[src/rtl/collector_n_if.sv]
// Source-side and sink-side stream bundle for collector_n.
// The slave modport is the collector's own view; master is the surrounding environment.
interface collector_n_if #(
  parameter int CHANNELS = 4,
  parameter int WIDTH    = 32,
  parameter int SELW     = (CHANNELS > 1) ? $clog2(CHANNELS) : 1
);
  logic [CHANNELS-1:0]       iValid_AS;
  logic [CHANNELS-1:0]       oReady_AS;
  logic [CHANNELS*WIDTH-1:0] iData_AS;
  logic [CHANNELS-1:0]       iLast_AS;
  logic                      oValid_BM;
  logic                      iReady_BM;
  logic [SELW-1:0]           oSelect_BM;
  logic [WIDTH-1:0]          oData_BM;
  logic                      oLast_BM;

  modport slave (
    input  iValid_AS, iData_AS, iLast_AS, iReady_BM,
    output oReady_AS, oValid_BM, oSelect_BM, oData_BM, oLast_BM
  );

  modport master (
    output iValid_AS, iData_AS, iLast_AS, iReady_BM,
    input  oReady_AS, oValid_BM, oSelect_BM, oData_BM, oLast_BM
  );
endinterface

[src/rtl/collector_n.sv]
// N-input stream collector: arbitrates valid/ready sources onto one registered sink,
// with fixed-priority or round-robin grant and optional packet locking on last.
module collector_n #(
  parameter int CHANNELS = 4,
  parameter int WIDTH    = 32,
  parameter int MODE     = 0,
  parameter int PRIORITY = 0,
  parameter int LOCK     = 0
) (
  input  logic          iCLK,
  input  logic          iRST,
  collector_n_if.slave  bus
);
  localparam int SELW = (CHANNELS > 1) ? $clog2(CHANNELS) : 1;

  typedef enum logic {ST_IDLE, ST_LOCKED} lock_state_e;

  lock_state_e         state_q, state_d;
  logic [SELW-1:0]     lk_q, lk_d;
  logic [SELW-1:0]     rr_q, rr_d;

  logic                val_q;
  logic [SELW-1:0]     sel_q;
  logic [WIDTH-1:0]    data_q;
  logic                last_q;

  logic [SELW-1:0]     start;
  logic [SELW-1:0]     gnt;
  logic                found;
  int unsigned         idx;
  logic                wacc;
  logic                xfer;
  logic [CHANNELS-1:0] rdy;
  logic [WIDTH-1:0]    gnt_data;
  logic                gnt_last;

  // Circular scan from the start index; an active lock overrides the scan result.
  always_comb begin
    gnt   = '0;
    found = 1'b0;
    idx   = 0;
    start = (MODE != 0) ? rr_q : SELW'(PRIORITY);
    for (int unsigned i = 0; i < CHANNELS; i++) begin
      idx = 32'(start) + i;
      if (idx >= CHANNELS) idx = idx - CHANNELS;
      if (!found && bus.iValid_AS[idx]) begin
        found = 1'b1;
        gnt   = SELW'(idx);
      end
    end
    if (LOCK != 0 && state_q == ST_LOCKED) gnt = lk_q;
  end

  always_comb begin
    wacc     = !val_q || bus.iReady_BM;
    rdy      = '0;
    gnt_data = '0;
    gnt_last = 1'b0;
    for (int unsigned k = 0; k < CHANNELS; k++) begin
      if (SELW'(k) == gnt) begin
        gnt_data = bus.iData_AS[k*WIDTH +: WIDTH];
        gnt_last = bus.iLast_AS[k];
        rdy[k]   = wacc && bus.iValid_AS[k] && !iRST;
      end
    end
    xfer = |rdy;
  end

  always_comb begin
    state_d = state_q;
    lk_d    = lk_q;
    rr_d    = rr_q;
    if (xfer) begin
      if (LOCK == 0 || gnt_last)
        rr_d = (32'(gnt) + 32'd1 == CHANNELS) ? '0 : gnt + 1'b1;
      if (LOCK != 0) begin
        state_d = gnt_last ? ST_IDLE : ST_LOCKED;
        lk_d    = gnt;
      end
    end
  end

  always_ff @(posedge iCLK) begin
    if (iRST) begin
      state_q <= ST_IDLE;
      lk_q    <= '0;
      rr_q    <= '0;
      val_q   <= 1'b0;
      sel_q   <= '0;
      data_q  <= '0;
      last_q  <= 1'b0;
    end else begin
      state_q <= state_d;
      lk_q    <= lk_d;
      rr_q    <= rr_d;
      if (xfer) begin
        val_q  <= 1'b1;
        sel_q  <= gnt;
        data_q <= gnt_data;
        last_q <= gnt_last;
      end else if (wacc) begin
        val_q  <= 1'b0;
      end
    end
  end

  assign bus.oReady_AS  = rdy;
  assign bus.oValid_BM  = val_q;
  assign bus.oSelect_BM = sel_q;
  assign bus.oData_BM   = data_q;
  assign bus.oLast_BM   = last_q;
endmodule

[src/flat_wrapper.sv]
// flat-port wrapper written by rule: the top's interface ports become plain ports
module collector_n_flat 
#(
  parameter int CHANNELS = 4,
  parameter int WIDTH    = 32,
  parameter int MODE     = 0,
  parameter int PRIORITY = 0,
  parameter int LOCK     = 0
)
  (iCLK, iRST, bus_iValid_AS, bus_iData_AS, bus_iLast_AS, bus_iReady_BM, bus_oReady_AS, bus_oValid_BM, bus_oSelect_BM, bus_oData_BM, bus_oLast_BM);
  collector_n_if #(.CHANNELS(CHANNELS), .WIDTH(WIDTH)) bus_i ();
  input  logic iCLK;
  input  logic iRST;
  input wire logic [$bits(bus_i.iValid_AS)-1:0] bus_iValid_AS;
  input wire logic [$bits(bus_i.iData_AS)-1:0] bus_iData_AS;
  input wire logic [$bits(bus_i.iLast_AS)-1:0] bus_iLast_AS;
  input wire logic [$bits(bus_i.iReady_BM)-1:0] bus_iReady_BM;
  output wire logic [$bits(bus_i.oReady_AS)-1:0] bus_oReady_AS;
  output wire logic [$bits(bus_i.oValid_BM)-1:0] bus_oValid_BM;
  output wire logic [$bits(bus_i.oSelect_BM)-1:0] bus_oSelect_BM;
  output wire logic [$bits(bus_i.oData_BM)-1:0] bus_oData_BM;
  output wire logic [$bits(bus_i.oLast_BM)-1:0] bus_oLast_BM;
  assign bus_i.iValid_AS = bus_iValid_AS;
  assign bus_i.iData_AS = bus_iData_AS;
  assign bus_i.iLast_AS = bus_iLast_AS;
  assign bus_i.iReady_BM = bus_iReady_BM;
  assign bus_oReady_AS = bus_i.oReady_AS;
  assign bus_oValid_BM = bus_i.oValid_BM;
  assign bus_oSelect_BM = bus_i.oSelect_BM;
  assign bus_oData_BM = bus_i.oData_BM;
  assign bus_oLast_BM = bus_i.oLast_BM;
  collector_n #(.CHANNELS(CHANNELS), .WIDTH(WIDTH), .MODE(MODE), .PRIORITY(PRIORITY), .LOCK(LOCK)) u_core (.iCLK(iCLK), .iRST(iRST), .bus(bus_i));
endmodule
[config.mk]
export PLATFORM = sky130hd
export DESIGN_NAME = collector_n_flat
export DESIGN_NICKNAME = d
export VERILOG_FILES = /design/src/rtl/collector_n_if.sv /design/src/rtl/collector_n.sv /design/src/flat_wrapper.sv
export SDC_FILE = /design/constraint.sdc
export NUM_CORES = 1
export LEC_CHECK = 0
export BUFFER_PORTS_ARGS = -buffer_cell sky130_fd_sc_hd__buf_2
export CORE_MARGIN = 2
export CORE_UTILIZATION = 44
export DETAILED_ROUTE_END_ITERATION = 8
export PLACE_DENSITY_LB_ADDON = 0.2
export SLEW_MARGIN = 20
export SYNTH_ARGS = -nofsm -noshare
export SYNTH_HDL_FRONTEND = slang
export SYNTH_SLANG_ARGS = --single-unit
[constraint.sdc]
create_clock -name iCLK -period 1.9 [get_ports iCLK]
set_clock_uncertainty 0.05 [all_clocks]
set_input_delay 0 -clock iCLK [delete_from_list [all_inputs] [get_ports iCLK]]
set_output_delay 0 -clock iCLK [all_outputs]
set_load 0.1 [all_outputs]
# Yosys cells after proc, flatten, opt, wreduce, memory -nomap -nowiden

Cells that the tools add are included.

Eq/ne operators: 3
Muxes and demuxes: 20
Reductions and logical operators: 20

Operators by type and width:

| operator                                                             | number |
|---|---|
| 32-bit 2-to-1 mux                                                    | 4 |
| 1-bit 2-to-1 mux                                                     | 14 |
| 1-bit logical AND                                                    | 11 |
| 1-bit zero test                                                      | 5 |
| 2-bit equality test, first input constant                            | 2 |
| 2-bit 2-to-1 mux                                                     | 2 |
| 4-bit OR reduction                                                   | 1 |
| 1-bit by 2-bit equality test with 1-bit output, first input constant | 1 |
| 2-bit zero test                                                      | 1 |
| 2-bit nonzero test                                                   | 1 |
| 1-bit logical OR                                                     | 1 |

Register bits after elaboration: 36
Bits of input ports: 139
Logic and storage cells: 47

# Logic depth before layout (Yosys ltp)

Gate-level depths: netlist of the first run.

Depth in word-level cells: 15
Gate-level depth with buffers: 7
Depth with buffers taken out: 4

# Worst setup path after synthesis of the first run

OpenSTA, ideal clock, no wires.

Path kind: register to output
From: reg u_core.val_q, in the netlist u_core.bus.oValid_BM
To: out bus_oReady_AS[1]
Arrival time: 2.406 ns
Setup slack: -0.556 ns
Cell stages (with the launch flop): 4
Buffers on the path: 0
Path through: dfxtp_1 -> nand2b_1 -> nand2b_1 -> nor2_1

Cells in the longest elaborated chain, start to end: 5

RTL lines:

| item                            | RTL line           | RTL |
|---|---|---|
| from (decl)                     | collector_n.sv:22  | `logic val_q;` |
| from (signal assigned)          | collector_n.sv:88  | `val_q <= 1'b0;` |
| from (signal assigned)          | collector_n.sv:97  | `val_q <= 1'b1;` |
| from (signal assigned)          | collector_n.sv:102 | `val_q <= 1'b0;` |
| 1-bit zero test                 | collector_n.sv:55  | `wacc = !val_q \|\| bus.iReady_BM;` |
| 1-bit logical OR                | collector_n.sv:55  |  |
| 1-bit logical AND (2 in series) | collector_n.sv:63  | `rdy[k] = wacc && bus.iValid_AS[k] && !iRST;` |
| 1-bit 2-to-1 mux                | collector_n.sv:60  | `if (SELW'(k) == gnt) begin` |
| to (decl)                       | flat_wrapper.sv:18 | `output wire logic [$bits(bus_i.oReady_AS)-1:0] bus_oReady_AS;` |

Every way passes these cells.

# Worst setup path in the final report of the first run

From: reg u_core.val_q, in the netlist u_core.bus.oValid_BM
To: reg u_core.data_q[7], in the netlist u_core.bus.oData_BM[7]

Cells in the longest elaborated chain, start to end: 6
Elaborated cells between the ends (all ways): 15
Classes of those cells: 4 x mux; 11 x reduce/logical

RTL lines:

| item                            | RTL line          | RTL |
|---|---|---|
| 1-bit zero test (*)             | collector_n.sv:55 |  |
| 1-bit logical OR (*)            | collector_n.sv:55 |  |
| 1-bit logical AND (2 in series) | collector_n.sv:63 |  |
| 1-bit 2-to-1 mux                | collector_n.sv:60 |  |
| 4-bit OR reduction (*)          | collector_n.sv:66 | `xfer = \|rdy;` |
| to (signal assigned)            | collector_n.sv:99 | `data_q <= gnt_data;` |
| to (decl)                       | collector_n.sv:24 | `logic [WIDTH-1:0] data_q;` |

Every way passes the cells marked *; elsewhere a longest branch is shown, timed or not.
A chain may end at the register's enable or synchronous reset.

==> reports/qor.yml, run 1 <==
status: "completed"
overflow: 0
wire_per_inst_microns: 15.8
ios: 179
hp-class: "in -> reg"
fin_util: 0.742
initial_core_util: 0.461
p_int_w: 0.00148
vias: 3068
min-delay-start: "bus_iData_AS[108]"
p_switching_w: 0.00123
synthesis.nets: 413
portBuffers: 178
synth_warnings: 0
cts.clk_slew.worst_paths_ns: 0.07
drive_above_1_share: 0.446
clock.fmax_mhz: 575
grt_antenna_before_repair: 0
nFillCells: 417
r2r_slack_ns: 0.16
grt_setup_unrepaired: "false"
clock_latency_ns: 0.27
crit_type: "reg -> reg"
fin_crit_sh: 0.915
cp.arrival_ns: 1.86
holdPathEnd: "u_core.bus.oData_BM[12]"
powerDensity_nw_per_um2: 711
area_delta_synth_final_pct: 61.0
drv_slew: 0
critPathMaxFanout: 12
ant_nets: 0
max_slew.worst_pin.slew_ns: 0.539
cts-root-buf: "clkbuf_8"
hold_viol: 0
chipWidth_microns: 77.4
cts_max_path_buffers: 2
leakagePower_nw: 1.80
post_synth.cell_area_avg_sq_um: 8.64
cpLargestDelayFamily: "buffers and inverters"
critPathCaptureType: "register"
diodes: 0
netlist_instances: 274
nets: 617
worstReg2RegStart: "u_core.bus.oValid_BM"
drt-initial-drc-count: 189
cp-start-kind: "register"
tns_ns: 0
grt_usage: 0.277
wl_microns: 8680
irDropWorstVdd_mv: 0.385
vias_per_cell: 5.60
switching_share: 0.454
core_sq_um: 5140
multi_input_area_sq_um: 1500
pwr-share-comb: 0.487
min_period_ns: 1.74
grt_max_degree: 37
cpMaxStageDelayCell: "dlygate4sd3_1"
first_pass_iters: 5
cts_buffers: 5
row_count: 26
synth_cell_types: 29
ys_seq_area_frac: 0.304
final-setup-viol-count: 0
grt_pass1_vias: 2880
fin_total_pwr_w: 0.00271
r2r-end: "u_core.bus.oData_BM[7]"
dieArea_sq_um: 5990
place_hpwl_microns: 5980
power_frac_clock: 0.186
cts_sinks: 36
drv_cap: 0
layout_commonest_cell: "buf_2"
synth_area_sq_um: 2370
crit_path_cell_trace: "nand2b_2 > nand3b_4 > a21oi_1 > a22oi_1 > dlygate4sd3_1"
relSlewSlack: 0.639
final_cell_mix: "175 x buf_2, 36 x dlygate4sd3_1, 35 x dfxtp_1"
synth_seq_cells: 36
whs_path_depth: 3
drc: 0
crit_buf_inv: 1
gp_congestion: 0.766
cts_tree: "built"
reg2reg_depth: 5
seq_power_share: 0.326
final_area_sq_um: 3810
place_area_sq_um: 3360
regArea_sq_um: 722
die_y_microns: 77.4
grt_pass1_wl_microns: 13500
htreeDepth: 2
required_ns: 2.02
worst_path_largest_cell_delay_ns: 0.59
worst max path at each step:
stage,depth (start not counted),from,to
global route,5,u_core.bus.oValid_BM,u_core.bus.oData_BM[7]
CTS,5,u_core.bus.oValid_BM,u_core.bus.oData_BM[14]
floorplan,3,u_core.bus.oValid_BM,bus_oReady_AS[1]
detailed placement,5,bus_iValid_AS[2],bus_oReady_AS[3]
global placement,5,bus_iValid_AS[2],bus_oReady_AS[3]
finish,5,u_core.bus.oValid_BM,u_core.bus.oData_BM[7]
metrics by stage:
stage / worst slack [ns] / hold WS, ns / instances
6_report: 0.161 / 0.00133 / 548
5_1_grt: 0.0897 / 0.0193 / 548
4_1_cts: 0.0289 / 0.00605 / 547
3_5_place_dp: 0.262 / 0.259 / 504
3_3_place_gp: 0.283 / 0.252 / 504
2_1_floorplan: 0.122 / 0.139 / 274
state kept, by name, summed over array words and instances (netlist names):
signal	flops
u_core.bus.oData_BM	32
u_core.bus.oSelect_BM	2
u_core.bus.oLast_BM	1
u_core.bus.oValid_BM	1
power groups by stage:
stage | clock network (W) | logic (W) | registers [W]
2_1_floorplan | 0 | 0.000327 | 0.00150
3_3_place_gp | 0 | 0.00122 | 0.000899
3_5_place_dp | 0 | 0.00124 | 0.000898
4_1_cts | 0.000517 | 0.00131 | 0.000883
5_1_grt | 0.000543 | 0.00138 | 0.000894
6_report | 0.000506 | 0.00132 | 0.000885
worst reg2reg max path, stage by stage (launching register included):
cell           delay [ns]
dfxtp_2              0.33
nand2b_2             0.16
nand3b_4             0.18
a21oi_1              0.21
a22oi_1              0.12
dlygate4sd3_1        0.59
timing repair:
item | in CTS | in global routing
endpoints found under the hold margin | 29 | 0
hold buffers | 36 | 0
resized for setup | 0 | 1
setup buffers | 0 | 0
setup endpoints to repair | 0 | 7
area by class of cell:
type / instances / area share
Sequential cell: 36 / 0.189
Inverter: 1 / 0.000984
Timing Repair Buffer: 227 / 0.372
Multi-Input combinational cell: 207 / 0.394
Tap cell: 70 / 0.0230
Clock buffer: 6 / 0.0190
Clock inverter: 1 / 0.00131
synthesized netlist by cell type:
library cell / number / area (sq um)
nor2b_1: 4 / 25.0
or4_4: 1 / 11.3
dfxtp_1: 36 / 721
nand2_2: 1 / 6.26
a222oi_1: 7 / 70.1
buf_4: 5 / 37.5
nand3b_4: 1 / 20.0
nand2_1: 1 / 3.75
nor3_1: 2 / 10.0
a211o_1: 22 / 193
inv_1: 1 / 3.75
o31ai_1: 24 / 180
nor4_1: 1 / 6.26
clkbuf_1: 12 / 45.0
nand2b_1: 31 / 194
buf_6: 5 / 56.3
nor2_1: 29 / 109
buf_2: 9 / 45.0
mux2_2: 3 / 33.8
nor3b_1: 2 / 15.0
a311oi_2: 1 / 15.0
nand3b_1: 26 / 195
and3b_1: 1 / 8.76
nor4b_1: 1 / 8.76
a22oi_1: 7 / 52.6
a22o_1: 4 / 35.0
a32oi_1: 22 / 193
o21ai_1: 3 / 15.0
a21oi_1: 12 / 60.1
kinds of logic after synthesis:
group | Yosys count | synth area share
simple gates | 101 | 0.259
flops | 36 | 0.304
mux | 3 | 0.0143
buf+inv | 32 | 0.0792
compound gates | 102 | 0.343
metal layers:
| metal | share of wire | vias to the layer above | GRT usage |
|---|---|---|---|
| met5 | 0 | - | 0 |
| met4 | 0.022 | 0 | 0.0857 |
| met3 | 0.071 | 19 | 0.0558 |
| met2 | 0.50 | 136 | 0.503 |
| met1 | 0.41 | 1439 | 0.327 |
| li1 | - | 1474 | - |
(Power assumes the default switching activity.)
==> run 2, diff against run 1 <==
--- a/config.mk
+++ b/config.mk
@@ -14,3 +14,4 @@
 export SYNTH_ARGS = -nofsm -noshare
 export SYNTH_HDL_FRONTEND = slang
 export SYNTH_SLANG_ARGS = --single-unit
+export TNS_END_PERCENT = 30
==> constraint.sdc (replaced) <==
create_clock -name iCLK -period 2.05 [get_ports iCLK]
set_clock_uncertainty 0.05 [all_clocks]
set_input_delay 0 -clock iCLK [delete_from_list [all_inputs] [get_ports iCLK]]
set_output_delay 0 -clock iCLK [all_outputs]
set_load 0.1 [all_outputs]
==> run 2 against run 1 <==
Final area rose by 0.23%. Power fell by 6.3%. Register-to-register slack hardly changed. Sequential power down 7.6%. Sequential share of layout area shrank 0.076 points. Core utilization is 0.17 points higher. Setup slack worse by 0.0037 ns. Clock-buffer cell count grew 2. Combinational power is 8% lower. Wire length is 0.68% lower. Die area unchanged. Critical path type unchanged. Largest cell class unchanged. Global-route usage fell by 0.21 points.
==> reports/qor.yml, run 2 (synthesis results as in run 1) <==
chipWidth_microns: 77.4  # unchanged
clock.fmax_mhz: 528  # was 575 MHz
max_slew.worst_pin.slew_ns: 0.514  # was 0.539 ns
crit_path_cell_trace: "nand2b_1 > nand3b_4 > a21oi_1 > a22oi_1 > dlygate4sd3_1"  # was nand2b_2 > nand3b_4 > a21oi_1 > a22oi_1 > dlygate4sd3_1
nFillCells: 419  # was 417
nets: 619  # was 617
cts_sinks: 36  # unchanged
final_cell_mix: "176 x buf_2, 39 x dlygate4sd3_1, 36 x dfxtp_1"  # was 175 x buf_2, 36 x dlygate4sd3_1, 35 x dfxtp_1
cts_max_path_buffers: 2  # unchanged
crit_buf_inv: 1  # unchanged
cp-start-kind: "register"  # unchanged
ios: 179  # unchanged
fin_util: 0.744  # was 0.742
drive_above_1_share: 0.430  # was 0.446
grt_max_degree: 34  # was 37
powerDensity_nw_per_um2: 665  # was 711 nW/um^2
relSlewSlack: 0.656  # was 0.639
diodes: 0  # unchanged
required_ns: 2.16  # was 2.02 ns
core_sq_um: 5140  # unchanged
initial_core_util: 0.461  # unchanged
grt_pass1_vias: 2965  # was 2880
hp-class: "in -> reg"  # unchanged
drv_cap: 0  # unchanged
cpMaxStageDelayCell: "dlygate4sd3_1"  # unchanged
ant_nets: 0  # unchanged
cpLargestDelayFamily: "buffers and inverters"  # unchanged
wl_microns: 8620  # was 8680 microns
gp_congestion: 0.813  # was 0.766
finalNonFillerCells: 551  # was 548
grt_antenna_before_repair: 0  # unchanged
dieArea_sq_um: 5990  # unchanged
die_y_microns: 77.4  # unchanged
worst_path_largest_cell_delay_ns: 0.60  # was 0.59 ns
vias_per_cell: 5.47  # was 5.60
drt-initial-drc-count: 131  # was 189
min_period_ns: 1.89  # was 1.74 ns
critPathMaxFanout: 17  # was 12
status: "completed"  # unchanged
place_hpwl_microns: 5750  # was 5980 microns
critPathCaptureType: "register"  # unchanged
crit_type: "reg -> reg"  # unchanged
drv_slew: 0  # unchanged
layout_commonest_cell: "buf_2"  # unchanged
fin_crit_sh: 0.923  # was 0.915
leakagePower_nw: 1.80  # about the same
place_inst: 503  # was 504
drc: 0  # unchanged
grt_usage: 0.275  # was 0.277
row_count: 26  # unchanged
first_pass_iters: 5  # unchanged
htreeDepth: 2  # unchanged
portBuffers: 178  # unchanged
cts-root-buf: "clkbuf_8"  # unchanged
clock_latency_ns: 0.27  # about the same
cts.clk_slew.worst_paths_ns: 0.07  # about the same
grt_pass1_wl_microns: 13500  # about the same
wire_per_inst_microns: 15.6  # was 15.8 microns
post-cts-setup-buffers: 0  # unchanged
tns_ns: 0  # unchanged
cp.arrival_ns: 2.00  # was 1.86 ns
cts_tree: "built"  # unchanged
grt_setup_unrepaired: "false"  # unchanged
final-setup-viol-count: 0  # unchanged
irDropWorstVdd_mv: 0.352  # was 0.385 mV
hold_viol: 0  # unchanged
overflow: 0  # unchanged
largest_register_ffs: 32  # unchanged
cts_buffers: 5  # unchanged
vias: 3015  # was 3068
area_delta_synth_final_pct: 61.4  # was 61.0%
## run 2: metrics by stage
step	worst slack, ns	area (sq um)	hold slack (ns)	total power, W
after global placement	0.506	3330	0.251	0.00196
final	0.157	3820	0.0218	0.00254
after detailed placement	0.469	3330	0.263	0.00197
after global routing	0.0498	3820	0.0326	0.00266
after floorplan	-0.406	2370	0.139	0.00170
after CTS	0.0916	3810	0.0175	0.00254
## run 2: power by group
| group | switching [W] | total, W | leakage, nW | internal, W |
|---|---|---|---|---|
| registers | 0.0000395 | 0.000818 | 0.300 | 0.000779 |
| logic | 0.000858 | 0.00122 | 1.46 | 0.000359 |
| clock network | 0.000233 | 0.000507 | 0.0455 | 0.000274 |
## run 2: final timing paths
kind	startpoint	to	slack (ns)	depth (start not counted)
setup / recovery	u_core.bus.oValid_BM	u_core.bus.oData_BM[14]	0.16	5
hold / removal	bus_iData_AS[8]	u_core.bus.oData_BM[8]	0.02	3
setup reg to reg	u_core.bus.oValid_BM	u_core.bus.oData_BM[14]	0.16	5
hold reg to reg	u_core.bus.oData_BM[0]	u_core.bus.oData_BM[0]	0.43	2
## run 2: tightest hold or removal path, stage by stage
cell and delay (ns):
buf_2 0.07, a32oi_1 0.04, o31ai_1 0.20
## run 2: per-layer routing
metal / share of wire / global-route usage / wire length, microns
met4: 0.021 / 0.0911 / 181
met3: 0.073 / 0.0442 / 631
met2: 0.50 / 0.506 / 4320
met5: 0 / 0 / 0
met1: 0.40 / 0.324 / 3480
## run 2: final cells by class
class | instances | area [sq um] | share of cell area
Inverter | 1 | 3.75 | 0.000982
Sequential cell | 36 | 721 | 0.189
Multi-Input combinational cell | 207 | 1490 | 0.391
Clock buffer | 8 | 90.1 | 0.0236
Tap cell | 70 | 87.6 | 0.0229
Timing Repair Buffer | 229 | 1430 | 0.373
## run 2: timing repair
action	CTS	global route
resized for setup	0	0
endpoints found under the hold margin	30	0
hold buffers	39	0
endpoints found under the setup margin	0	5
